File: src/rtl/dma_controller_pkg.sv
// Shared definitions for the 4-channel AHB DMA controller: register map,
// CTRL field positions, AHB encodings, per-channel config and the master FSM states.
package dma_controller_pkg;

   localparam int NUM_CH = 4;

   localparam logic [3:0][7:0] CTRL_OFF = {8'h36, 8'h24, 8'h12, 8'h00};
   localparam logic [3:0][7:0] SRC_OFF  = {8'h40, 8'h28, 8'h16, 8'h04};
   localparam logic [3:0][7:0] DST_OFF  = {8'h44, 8'h32, 8'h20, 8'h08};

   localparam int CTRL_EN_BIT  = 0;
   localparam int CTRL_TGT_BIT = 4;
   localparam int CTRL_CNT_LSB = 8;
   localparam int CTRL_CNT_MSB = 11;

   localparam logic [1:0] HTRANS_IDLE   = 2'b00;
   localparam logic [1:0] HTRANS_NONSEQ = 2'b10;
   localparam logic [2:0] HSIZE_WORD    = 3'b010;
   localparam logic [1:0] HRESP_OKAY    = 2'b00;
   localparam logic [1:0] HRESP_ERROR   = 2'b01;

   typedef enum logic [2:0] {
      ST_IDLE,
      ST_RD_A,
      ST_RD_D,
      ST_WR_A,
      ST_WR_D,
      ST_ACK
   } dma_state_e;

   typedef struct packed {
      logic        en;
      logic        tgt;
      logic [3:0]  cnt;
      logic [31:0] src;
      logic [31:0] dst;
   } ch_cfg_t;

   // Lowest-numbered eligible channel wins.
   function automatic logic [1:0] prio_pick(input logic [3:0] elig);
      prio_pick = 2'd0;
      for (int i = NUM_CH - 1; i >= 0; i--) begin
         if (elig[i]) prio_pick = 2'(i);
      end
   endfunction

endpackage

File: src/rtl/dma_ch_regs.sv
// One DMA channel's CTRL/SRC/DST registers: software writes, post-transfer
// address/count update, error abort, and readback decode.
module dma_ch_regs
   import dma_controller_pkg::*;
#(
   parameter logic [7:0]  CTRL_ADDR = 8'h00,
   parameter logic [7:0]  SRC_ADDR  = 8'h04,
   parameter logic [7:0]  DST_ADDR  = 8'h08,
   parameter logic [31:0] ADDR_STEP = 32'd4
) (
   input  logic        hclk,
   input  logic        hreset_n,
   input  logic        wr_en,
   input  logic [7:0]  reg_addr,
   input  logic [31:0] wr_data,
   input  logic        hw_ack,
   input  logic        hw_err,
   output ch_cfg_t     cfg,
   output logic [31:0] rd_data
);

   always_ff @(posedge hclk or negedge hreset_n) begin
      if (!hreset_n) begin
         cfg <= '0;
      end else begin
         if (hw_ack) begin
            if (cfg.tgt) cfg.src <= cfg.src + ADDR_STEP;
            else         cfg.dst <= cfg.dst + ADDR_STEP;
            if (cfg.cnt != 4'd0) cfg.cnt <= cfg.cnt - 4'd1;
            if (cfg.cnt <= 4'd1) cfg.en  <= 1'b0;
         end
         if (hw_err) cfg.en <= 1'b0;
         // NOTE: nonblocking throughout; the software write comes last so it
         // overrides a hardware update to the same register in the same cycle.
         if (wr_en) begin
            case (reg_addr)
               CTRL_ADDR: begin
                  cfg.en  <= wr_data[CTRL_EN_BIT];
                  cfg.tgt <= wr_data[CTRL_TGT_BIT];
                  cfg.cnt <= wr_data[CTRL_CNT_MSB:CTRL_CNT_LSB];
               end
               SRC_ADDR: cfg.src <= wr_data;
               DST_ADDR: cfg.dst <= wr_data;
               default: ;
            endcase
         end
      end
   end

   always_comb begin
      // NOTE: default first so every path assigns rd_data and no latch is inferred.
      rd_data = '0;
      case (reg_addr)
         CTRL_ADDR: rd_data = {20'd0, cfg.cnt, 3'd0, cfg.tgt, 3'd0, cfg.en};
         SRC_ADDR:  rd_data = cfg.src;
         DST_ADDR:  rd_data = cfg.dst;
         default:   rd_data = '0;
      endcase
   end

endmodule

File: src/rtl/dma_controller.sv
// 4-channel AHB DMA controller: AHB-Lite slave register port, fixed-priority
// arbiter and a single-word read-then-write AHB master FSM.
module dma_controller
   import dma_controller_pkg::*;
#(
   parameter int unsigned ADDR_STEP = 4
) (
   input  logic        HCLK,
   input  logic        HRESETn,
   input  logic        HSEL_SLV,
   input  logic        HREADYIN_SLV,
   input  logic [1:0]  HTRANS_SLV,
   input  logic [2:0]  HSIZE_SLV,
   input  logic        HWRITE_SLV,
   input  logic [31:0] HADDR_SLV,
   input  logic [31:0] HWDATA_SLV,
   output logic        HREADYOUT_SLV,
   output logic [1:0]  HRESP_SLV,
   output logic [31:0] HRDATA_SLV,
   output logic        HSEL,
   output logic [1:0]  HTRANS,
   output logic [2:0]  HSIZE,
   output logic        HWRITE,
   output logic [31:0] HADDR,
   output logic [31:0] HWDATA,
   input  logic        HREADY_IN,
   input  logic [1:0]  HRESP,
   input  logic [31:0] HRDATA,
   input  logic        req_0,
   input  logic        req_1,
   input  logic        req_2,
   input  logic        req_3,
   output logic        ack_0,
   output logic        ack_1,
   output logic        ack_2,
   output logic        ack_3
);

   logic        slv_wr_ph, slv_rd_ph;
   logic [7:0]  slv_addr;
   ch_cfg_t     cfg     [NUM_CH];
   logic [31:0] ch_rdata[NUM_CH];
   logic [3:0]  req, elig, hw_ack, hw_err, ack_q;
   logic [1:0]  pick, cur_ch;
   logic [31:0] cur_dst, rd_word;
   logic        bus_err;
   dma_state_e  state;

   logic unused_bits;
   assign unused_bits = ^{HSIZE_SLV, HADDR_SLV[31:8]};

   assign HREADYOUT_SLV = 1'b1;
   assign HRESP_SLV     = HRESP_OKAY;
   assign HSIZE         = HSIZE_WORD;
   assign req           = {req_3, req_2, req_1, req_0};
   assign {ack_3, ack_2, ack_1, ack_0} = ack_q;

   always_ff @(posedge HCLK or negedge HRESETn) begin
      if (!HRESETn) begin
         slv_wr_ph <= 1'b0;
         slv_rd_ph <= 1'b0;
         slv_addr  <= '0;
      end else if (HREADYIN_SLV) begin
         slv_wr_ph <= HSEL_SLV & HTRANS_SLV[1] &  HWRITE_SLV;
         slv_rd_ph <= HSEL_SLV & HTRANS_SLV[1] & ~HWRITE_SLV;
         slv_addr  <= HADDR_SLV[7:0];
      end
   end

   for (genvar i = 0; i < NUM_CH; i++) begin : g_ch
      dma_ch_regs #(
         .CTRL_ADDR (CTRL_OFF[i]),
         .SRC_ADDR  (SRC_OFF[i]),
         .DST_ADDR  (DST_OFF[i]),
         .ADDR_STEP (32'(ADDR_STEP))
      ) u_regs (
         .hclk     (HCLK),
         .hreset_n (HRESETn),
         .wr_en    (slv_wr_ph),
         .reg_addr (slv_addr),
         .wr_data  (HWDATA_SLV),
         .hw_ack   (hw_ack[i]),
         .hw_err   (hw_err[i]),
         .cfg      (cfg[i]),
         .rd_data  (ch_rdata[i])
      );
   end

   always_comb begin
      HRDATA_SLV = '0;
      elig       = '0;
      for (int i = 0; i < NUM_CH; i++) begin
         if (slv_rd_ph) HRDATA_SLV = HRDATA_SLV | ch_rdata[i];
         elig[i] = cfg[i].en & (cfg[i].cnt != 4'd0) & req[i];
      end
   end

   assign pick    = prio_pick(elig);
   assign bus_err = ((state == ST_RD_D) || (state == ST_WR_D)) && (HRESP == HRESP_ERROR);

   always_comb begin
      hw_ack = '0;
      hw_err = '0;
      if (state == ST_ACK) hw_ack[cur_ch] = 1'b1;
      if (bus_err)         hw_err[cur_ch] = 1'b1;
   end

   // Destination is captured with the source at grant so mid-transfer register writes cannot disturb it.
   always_ff @(posedge HCLK or negedge HRESETn) begin
      if (!HRESETn) begin
         state   <= ST_IDLE;
         cur_ch  <= '0;
         cur_dst <= '0;
         rd_word <= '0;
         HSEL    <= 1'b0;
         HTRANS  <= HTRANS_IDLE;
         HWRITE  <= 1'b0;
         HADDR   <= '0;
         HWDATA  <= '0;
         ack_q   <= '0;
      end else begin
         case (state)
            ST_IDLE: if (|elig) begin
               cur_ch  <= pick;
               cur_dst <= cfg[pick].dst;
               HADDR   <= cfg[pick].src;
               HTRANS  <= HTRANS_NONSEQ;
               HWRITE  <= 1'b0;
               HSEL    <= 1'b1;
               state   <= ST_RD_A;
            end
            ST_RD_A: begin
               HTRANS <= HTRANS_IDLE;
               state  <= ST_RD_D;
            end
            ST_RD_D: if (bus_err) begin
               HSEL  <= 1'b0;
               state <= ST_IDLE;
            end else if (HREADY_IN) begin
               rd_word <= HRDATA;
               HADDR   <= cur_dst;
               HWRITE  <= 1'b1;
               HTRANS  <= HTRANS_NONSEQ;
               state   <= ST_WR_A;
            end
            ST_WR_A: begin
               HTRANS <= HTRANS_IDLE;
               HWDATA <= rd_word;
               state  <= ST_WR_D;
            end
            ST_WR_D: if (bus_err) begin
               HSEL   <= 1'b0;
               HWRITE <= 1'b0;
               state  <= ST_IDLE;
            end else if (HREADY_IN) begin
               HSEL   <= 1'b0;
               HWRITE <= 1'b0;
               ack_q  <= 4'b0001 << cur_ch;
               state  <= ST_ACK;
            end
            ST_ACK: begin
               ack_q <= '0;
               state <= ST_IDLE;
            end
            default: state <= ST_IDLE;
         endcase
      end
   end

endmodule

File: config.mk
export PLATFORM = sky130hd
export DESIGN_NAME = dma_controller
export DESIGN_NICKNAME = d
export VERILOG_FILES = /design/src/rtl/dma_controller_pkg.sv /design/src/rtl/dma_ch_regs.sv /design/src/rtl/dma_controller.sv
export SDC_FILE = /design/constraint.sdc
export NUM_CORES = 1
export LEC_CHECK = 0
export CORE_ASPECT_RATIO = 1.2
export CORE_MARGIN = 10
export CORE_UTILIZATION = 25
export CTS_CLUSTER_DIAMETER = 100
export DETAILED_ROUTE_END_ITERATION = 16
export GPL_TIMING_DRIVEN = 0
export PLACE_DENSITY = 0.43
export SLEW_MARGIN = 30
export SYNTH_ARGS = -nofsm -noshare
export SYNTH_HDL_FRONTEND = slang
export SYNTH_SLANG_ARGS = --single-unit
File: constraint.sdc
create_clock -name HCLK -period 7.3 [get_ports HCLK]
set_clock_uncertainty 0.15 [all_clocks]
set_input_delay 1.46 -clock HCLK [delete_from_list [all_inputs] [get_ports HCLK]]
set_output_delay 1.46 -clock HCLK [all_outputs]
set_load 0.02 [all_outputs]
* Yosys cells after proc, flatten, opt, wreduce, memory -nomap -nowiden
Index checks and enable logic that the tools add are counted.
Storage, ports and cells: register bits 431, output and inout bits 110
Operators by class: add/subtract/negate cells 12, order comparisons 7, equality and inequality tests 25, shift-type cells 1, multiplexer cells 89, bitwise logic cells 17, reduce and logical (&&, ||, !) cells 27
Operator list (number):
- $mux 32 | 23
- $pmux 32 s3 | 4
- $mux 70 | 4
- $mux 68 | 4
- $add 32x3->32 const B | 8
- $bmux 70 s2 | 1
- $mux 64 | 2
- $or 32x32->32 | 3
- $pmux 32 s2 | 1
- $eq 8x6->1 const B | 5
- $mux 4 | 8
- $mux 6 | 4
- $mux 1 | 20
- $eq 8x5->1 const B | 2
- $eq 8x7->1 const B | 2
- $le 4x1->1 const B | 4
- $reduce_bool 4->1 | 4
- $sub 4x1->4 const B | 4
- $mux 3 | 5
- $pmux 3 s5 | 1
- $mux 2 | 7
- $ne 2x2->1 const B | 6
- $reduce_and 4->1 | 3
- $and 1x1->1 | 11
- 28 further kinds | 42

* Depth between registers and ports, before layout
Gate-level depths: netlist of run 1.
depth after elaboration 13, gate-level depth with buffers 10, depth with buffers taken out 8

* By module
From an unflattened synthesis of run 1, not the netlist that was laid out.
Unflattened totals: cells, all modules 2692, area, all modules 25084.1 um^2
By module, submodules not included:
- dma_controller | instances 1, cells an instance 779, area each 8137.8 um^2
- dma_ch_regs (g_ch[0].u_regs) | instances 1, cells an instance 496, area each 4270.3 um^2
- dma_ch_regs (g_ch[1].u_regs) | instances 1, cells an instance 472, area each 4242.8 um^2
- dma_ch_regs (g_ch[3].u_regs) | instances 1, cells an instance 476, area each 4240.3 um^2
- dma_ch_regs (g_ch[2].u_regs) | instances 1, cells an instance 469, area each 4192.8 um^2

* Worst setup path after synthesis of run 1
Ideal clock, no wire load.
path type register to output, start point register slv_addr[0], end point output port HRDATA_SLV[12], arrival time 2193 ps, required time 5690 ps, setup slack 3497 ps, stages on the path, launching flop included 8, cell sequence dfrtp_1 clkbuf_1 or4_1 nor2_1 buf_2 buf_2 a22oi_1 a31oi_1
On the way: cells in the longest elaborated chain, start to end 9, elaborated cells on any way between the ends 23, those cells by class eq/ne (11); mux (8); bitwise (3); reduce/logical (1)
RTL lines:
- start, declared | line dma_controller.sv:40 | logic [7:0] slv_addr;
- start signal, assigned | line dma_controller.sv:66 | slv_addr <= HADDR_SLV[7:0];
- $eq 8x4->1 (tied with other cells) | line dma_ch_regs.sv:53 | case (reg_addr)
- $pmux 32 s3 | line dma_ch_regs.sv:53
- $mux 32 | line dma_controller.sv:93 | if (slv_rd_ph) HRDATA_SLV = HRDATA_SLV | ch_rdata[i];
- $or 32x32->32 | line dma_controller.sv:93
- $mux 32 | line dma_controller.sv:93
- $or 32x32->32 | line dma_controller.sv:93
- $mux 32 | line dma_controller.sv:93
- $or 32x32->32 | line dma_controller.sv:93
- $mux 32 (*) | line dma_controller.sv:93
- end, declared | line dma_controller.sv:19 | output logic [31:0] HRDATA_SLV,
Mark *: on every way between the ends. The rest lies on a longest branch, timed or not.

* Worst setup path after layout of run 1
start point register slv_addr[0], end point output port HRDATA_SLV[28]
The elaborated chain is that of the path after synthesis.

==> results.ini, run 1 <==
[logic_synthesis]
syn_inst=2631
async_reset_ff_share_pct=100
ys_types=69
ys.flop_type=dfrtp_1
ys_seq_elements=430
syn_avg_cell_area_um2=9.41
yosys_warnings=0
synth_area_um2=24800
synth-edff-count=0
seq_area_frac_synth_pct=43.5

[clock_network]
cts_tree=yes
path_clk_slew_ps=60
root_buffer=clkbuf_16
cts_hold_buffers=0
postCtsResizedCells=0
clock_latency_ps=660
cts_setup_buffers=0
clock-sinks=430
cts_inserted_buffers=54
clockBufferDepth=3
h-tree-depth=2

[critical_path]
r2r-end=g_ch[2].u_regs.cfg[57]
crit_path_start_kind=flip-flop
cp_cell_sequence=clkbuf_1 -> nor2_1 -> nand3_1 -> nor2_1 -> clkbuf_1 -> a22oi_1 -> a31oi_1 -> clkdlybuf4s50_1
critical_path_arrival_ps=4900
cp_slowest_stage_delay_ps=1030
critPathSlowestCell=nor2_1
ff2ff_path_depth=8
endpoint=HRDATA_SLV[28]
path_depth=8
path_buf_inv=3
cp_max_fo=10
rrSetupSlack_ps=3200
crit_type=flip-flop to output port
cp-end-kind=output port
crit_start=slv_addr[0]
required_ps=5690
critPathTopFamily=simple AND/OR/NAND/NOR gates
r2r_start=slv_addr[0]

[pwr]
power.total_mw=10.6
power.density_nw_per_um2=352
max-vdd-ir-drop_mv=0.204
p_leak_nw=11.7

[min_path]
hold_class=flip-flop to flip-flop

[sta]
tightest_slew_ps=1060
finalSetupViolCount=0
drv_slew=0
tns_ps=0
hold_viol=0
slew_headroom_pct=29.3
rsz0062_at_grt=no
fin_crit_ps=6510
max_freq_ghz=0.154
fin_crit_sh_pct=89.2
layout_setup_ws_ps=791

[global_routing]
gr-max-usage-layer=met2
grt_pass1_wl_um=170000
gr-usage-met2_pct=34.9
antenna_found_initial=2
grt_max_degree=82
globalRouteOverflowTotal=0
grt_use_met1_pct=25.3
groute.usage.overall_pct=20.8
met3_usage_pct=3.88
grt_pass1_vias=22600

[floorplan]
die_w_um=307
ios=223
fp.coreArea_um2=98400
start_util_pct=25.2
dieArea_um2=112000
row_count=126
fp.dieH_um=365

[final_layout]
postLayoutCellArea_um2=30100
area_delta_synth_final_pct=21.6
final_common_cell=dfrtp_1
final_cell_mix=dfrtp_1 (430), nor2_1 (319), a21oi_1 (239)
layout-drive-gt1-share_pct=13.2
instances_no_fill=4188
nets=2992

[placement]
io_buffers=161
dpl_worst_slack_ps=1450
placedInstanceArea_um2=28300
gp_congestion=0.918
dp_hpwl_um=88900
dp_cells=4087

[status]
status=finished clean

[drt]
ant_nets=0
via_count=22400
wirelength_um=119000
routedWlPerCell_um=28.4
drtIter0Drc=2360
drtPass1Iterations=7
viasPerCell=5.34
drc=0

[flow_run]
drv_cap=0

## metrics by stage
stage	hold WS (ps)	utilization, %
2_1_floorplan	305	-
3_3_place_gp	310	28.5
3_5_place_dp	319	28.8
4_1_cts	333	30.6
5_1_grt	355	30.6
6_report	330	30.6
## logic make-up (layout without fill, tap and decap cells)
group | count (synthesis) | count (layout) | share of synthesized area (%)
adders and majority gates | 16 | 16 | 0.808
muxes | 232 | 232 | 10.6
buffers and inverters | 238 | 508 | 4.29
AOI/OAI and AO/OA | 569 | 569 | 14.7
xor gates and xnor gates | 235 | 235 | 8.31
other | 2 | 9 | 0.0303
DFF | 430 | 430 | 43.5
and+or+nand+nor | 909 | 909 | 17.8
## worst min path at each step
stage | startpoint | endpoint | slack [ps] | cells after the start
global route | cur_dst[14] | cur_dst[14] | 350 | 2
detailed placement | HWRITE | HWRITE | 320 | 1
global placement | HWRITE | HWRITE | 310 | 1
finish | HWRITE | HWRITE | 330 | 1
floorplan | cur_dst[0] | cur_dst[0] | 300 | 2
CTS | HWRITE | HWRITE | 330 | 1
## metal layers
| metal | wire length, um | vias to the layer above | share of wire [%] |
|---|---|---|---|
| met1 | 48300 | 11400 | 41 |
| met5 | 10 | - | 0.0084 |
| met4 | 6640 | 2 | 5.6 |
| li1 | - | 9897 | - |
| met2 | 56600 | 866 | 47 |
| met3 | 7660 | 250 | 6.4 |
## synth_stat cells (66+ instances only)
| cell | instances | share of area (%) |
|---|---|---|
| a22oi_1 | 66 | 2.0 |
| mux2i_1 | 76 | 3.1 |
| nand2_1 | 229 | 3.5 |
| nand3_1 | 98 | 2.0 |
| clkbuf_1 | 103 | 1.6 |
| xor2_1 | 119 | 4.2 |
| dfrtp_1 | 430 | 43 |
| a21oi_1 | 240 | 4.9 |
| xnor2_1 | 116 | 4.1 |
| nor2_1 | 319 | 4.8 |
| o21ai_0 | 81 | 1.6 |
| mux2_2 | 135 | 6.1 |
## layout make-up
| type | instances | area [um^2] |
|---|---|---|
| fillers | 10500 | 68300 |
| multi-input cells | 1968 | 13000 |
| flip-flops and latches | 430 | 10800 |
| repair buffers | 171 | 1820 |
| well taps | 1280 | 1600 |
| clock buffers | 79 | 1580 |
| plain buffers | 198 | 917 |
| clock inverters | 20 | 248 |
| inverters | 40 | 150 |
| diodes | 2 | 5.00 |
## where the power goes
group / leakage, nW / switching (mW) / internal (mW) / total (mW)
Clock: 0.908 / 1.19 / 1.67 / 2.86
Sequential: 4.91 / 0.717 / 3.04 / 3.76
Combinational: 5.93 / 2.36 / 1.64 / 4.00
Total: 11.7 / 4.26 / 6.35 / 10.6
## state kept, by name, summed over array words and instances, names as in the netlist, 2 cells and up
| register | cells |
|---|---|
| HADDR | 32 |
| HWDATA | 32 |
| ack_q | 4 |
| cur_ch | 2 |
| cur_dst | 32 |
| g_ch.u_regs.cfg | 280 |
| rd_word | 32 |
| slv_addr | 8 |
| state | 3 |
(Power assumes the default switching activity.)
==> inputs of run 2 (changes only) <==
SYNTH_HIERARCHICAL = 1   (was not set)
==> results.ini, run 2 <==
[logic_synthesis]
ys_seq_elements=430  ; unchanged
seq_area_frac_synth_pct=42.9  ; -0.56 points
async_reset_ff_share_pct=100  ; unchanged
synthXorXnorAreaFrac_pct=8.14  ; -0.18 points
syn_avg_cell_area_um2=9.32  ; -1.0%
yosys_warnings=6  ; +6
syn_inst=2692  ; +2.3%
ys_types=76  ; +10%
ys.flop_type=dfrtp_1
synthTopCellsByArea=dfrtp_1 (43%), a21oi_1 (5.4%), xnor2_1 (4.4%)
synth-simple-area-share_pct=18.9  ; +1.1 points
synthTopCellsByCount=dfrtp_1 (430), a21oi_1 (273), nor2_1 (264)
synth-edff-count=0  ; unchanged
synth-adder-area-share_pct=0.998  ; +0.19 points
synth_top_family_by_area=simple AND/OR/NAND/NOR gates
yosysMostFrequentCell=dfrtp_1
synth_mux_area_share_pct=6.19  ; -4.5 points
synth_top_area_cell=dfrtp_1
synth-compound-area-share_pct=18.5  ; +3.8 points
yosysTopAreaCellShare_pct=42.9  ; -0.56 points
synth_area_um2=25100  ; +1.3%

[clock_network]
clock-sinks=430  ; unchanged
clock_latency_ps=640  ; -20 ps
h-tree-depth=2  ; unchanged
root_buffer=clkbuf_16
cts_inserted_buffers=54  ; unchanged
cts_hold_buffers=0  ; unchanged
cts_tree=yes
cts_setup_buffers=0  ; unchanged
path_clk_slew_ps=60  ; about the same
postCtsResizedCells=0  ; unchanged
clockBufferDepth=3  ; unchanged

[sta]
max_freq_ghz=0.164  ; +6.8%
drv_slew=0  ; unchanged
rsz0062_at_grt=no
hold_viol=0  ; unchanged
tightest_slew_ps=1070  ; +12.7 ps
slew_headroom_pct=28.0  ; -1.2 points
fin_crit_ps=6090  ; -417 ps
layout_setup_ws_ps=1210  ; +417 ps
finalSetupViolCount=0  ; unchanged
fin_crit_sh_pct=83.4  ; -5.7 points
tns_ps=0  ; unchanged

[floorplan]
fp.coreArea_um2=99800  ; +1.4%
dieArea_um2=113000  ; +1.2%
die_w_um=309  ; +0.61%
row_count=127  ; +0.79%
fp.dieH_um=367  ; +0.61%
start_util_pct=25.1  ; -0.035 points
ios=223  ; unchanged

[final_layout]
fin_util_pct=30.7  ; +0.046 points
nFillCells=10600  ; +1.1%
largest-register=g_ch.u_regs/cfg
area_delta_synth_final_pct=22.0
final_common_cell=dfrtp_1
final_cell_mix=dfrtp_1 (430), a21oi_1 (273), nor2_1 (264)
nets=3081  ; +3.0%
layout-drive-gt1-share_pct=11.0  ; -2.2 points
largest_reg_flops=280  ; unchanged

[drt]
routedWlPerCell_um=27.6  ; -3.0%
via_count=23200  ; +3.5%
drtPass1Iterations=10  ; +3
drc=0  ; unchanged
ant_nets=0  ; unchanged
drtIter0Drc=2692  ; +14%
wirelength_um=118000  ; -0.85%
viasPerCell=5.41  ; +1.2%

[global_routing]
groute.usage.overall_pct=20.2  ; -0.54 points
globalRouteOverflowTotal=0  ; unchanged
grt_max_degree=73  ; -11%
antenna_found_initial=1  ; -1
grt_pass1_wl_um=169000  ; -1.0%
grt_pass1_vias=22900  ; +1.4%

[critical_path]
r2r-end=g_ch[1].u_regs/cfg[63]
crit_path_start_kind=flip-flop
cp-end-kind=output port
rrSetupSlack_ps=3600  ; +400 ps
critical_path_arrival_ps=4480  ; -420 ps
required_ps=5690  ; about the same
r2r_start=state[2]
cp_max_fo=10  ; unchanged
crit_type=flip-flop to output port
ff2ff_path_depth=8  ; unchanged

[pwr]
power.density_nw_per_um2=356  ; +0.89%
p_leak_nw=12.0  ; +2.4%
power.total_mw=10.9  ; +2.5%
max-vdd-ir-drop_mv=0.216  ; +6.1%

[placement]
gp_congestion=0.957  ; +4.2%
io_buffers=187  ; +16%
dp_hpwl_um=92700  ; +4.3%
dpl_worst_slack_ps=1930  ; +481 ps

[flow_run]
drv_cap=0  ; unchanged

[status]
status=finished clean

[min_path]
min_from=rd_word[2]
hold_end=HWDATA[2]
whs_path_depth=1  ; unchanged
hold_class=flip-flop to flip-flop

## run 2: cell types whose count changed after synthesis, sizes merged, moves of 30 or more
cell | previous run | this run
a22o | 25 | 105
a22oi | 66 | 4
nor2 | 322 | 265
mux2 | 151 | 96
o21ai | 91 | 144
nor4 | 27 | 71
inv | 40 | 79
clkbuf | 126 | 90
a21oi | 240 | 273
o32ai | 0 | 32
a31oi | 35 | 4
a21o | 4 | 34
## run 2: kinds of logic after synthesis
kind of cell               after synthesis
and+or+nand+nor                        918
adders and majority gates               20
muxes                                  143
xor gates and xnor gates               233
other                                    2
AOI/OAI and AO/OA                      692
DFF                                    430
buffers and inverters                  254
## run 2: critical path, cell delays in order (launching register included)
cell             delay (ps)
dfrtp_1                 580
clkbuf_1                350
inv_1                   170
and4_1                  180
buf_2                   230
clkbuf_1                410
a22o_1                  320
nor4_1                  910
nor2_1                  100
clkdlybuf4s50_1         580
## run 2: worst max-delay path by stage
stage                     start                endpoint  slack (ps)  cells after the start
detailed placement  slv_addr[1]           HRDATA_SLV[0]        1930                      8
global placement        HRESETn  g_ch[1].u_regs/cfg[62]      -16920                      1
floorplan           slv_addr[1]           HRDATA_SLV[0]        3570                      7
CTS                 slv_addr[1]           HRDATA_SLV[0]        1250                      8
global route        slv_addr[1]           HRDATA_SLV[0]        1100                      8
finish              slv_addr[3]          HRDATA_SLV[15]        1210                      9
## run 2: final cells by class
| class | instances | area (um^2) | area share (%) |
|---|---|---|---|
| tap | 1290 | 1610 | 5.28 |
| clock buffer | 86 | 1670 | 5.47 |
| sequential | 430 | 10800 | 35.2 |
| timing repair buffer | 195 | 2050 | 6.71 |
| clock inverter | 12 | 86.3 | 0.282 |
| antenna | 1 | 2.50 | 0.00818 |
| inverter | 80 | 300 | 0.981 |
| multi-input combinational | 2013 | 13300 | 43.5 |
| buffer | 174 | 805 | 2.63 |
## run 2: metrics by stage
stage	instances	hold WS [ps]	area [um^2]
after detailed placement	4182	338	28800
final	4281	345	30600
after CTS	4280	353	30600
after global placement	4174	332	28600
after global routing	4280	362	30600
after floorplan	2697	307	25100
## run 2: layer usage
layer / up-vias / part of all wire (%) / global-route usage, %
met3: 207 / 6.5 / 3.30
met5: - / 0 / 0
met1: 11700 / 43 / 26.5
met2: 920 / 46 / 32.7
met4: 0 / 4.5 / 8.25
li1: 10300 / - / -
## run 2: where the power goes
| group | internal [mW] | total (mW) | switching [mW] |
|---|---|---|---|
| Sequential | 3.09 | 4.16 | 1.07 |
| Combinational | 1.60 | 3.99 | 2.38 |
| Clock | 1.57 | 2.73 | 1.17 |
| Total | 6.26 | 10.9 | 4.62 |
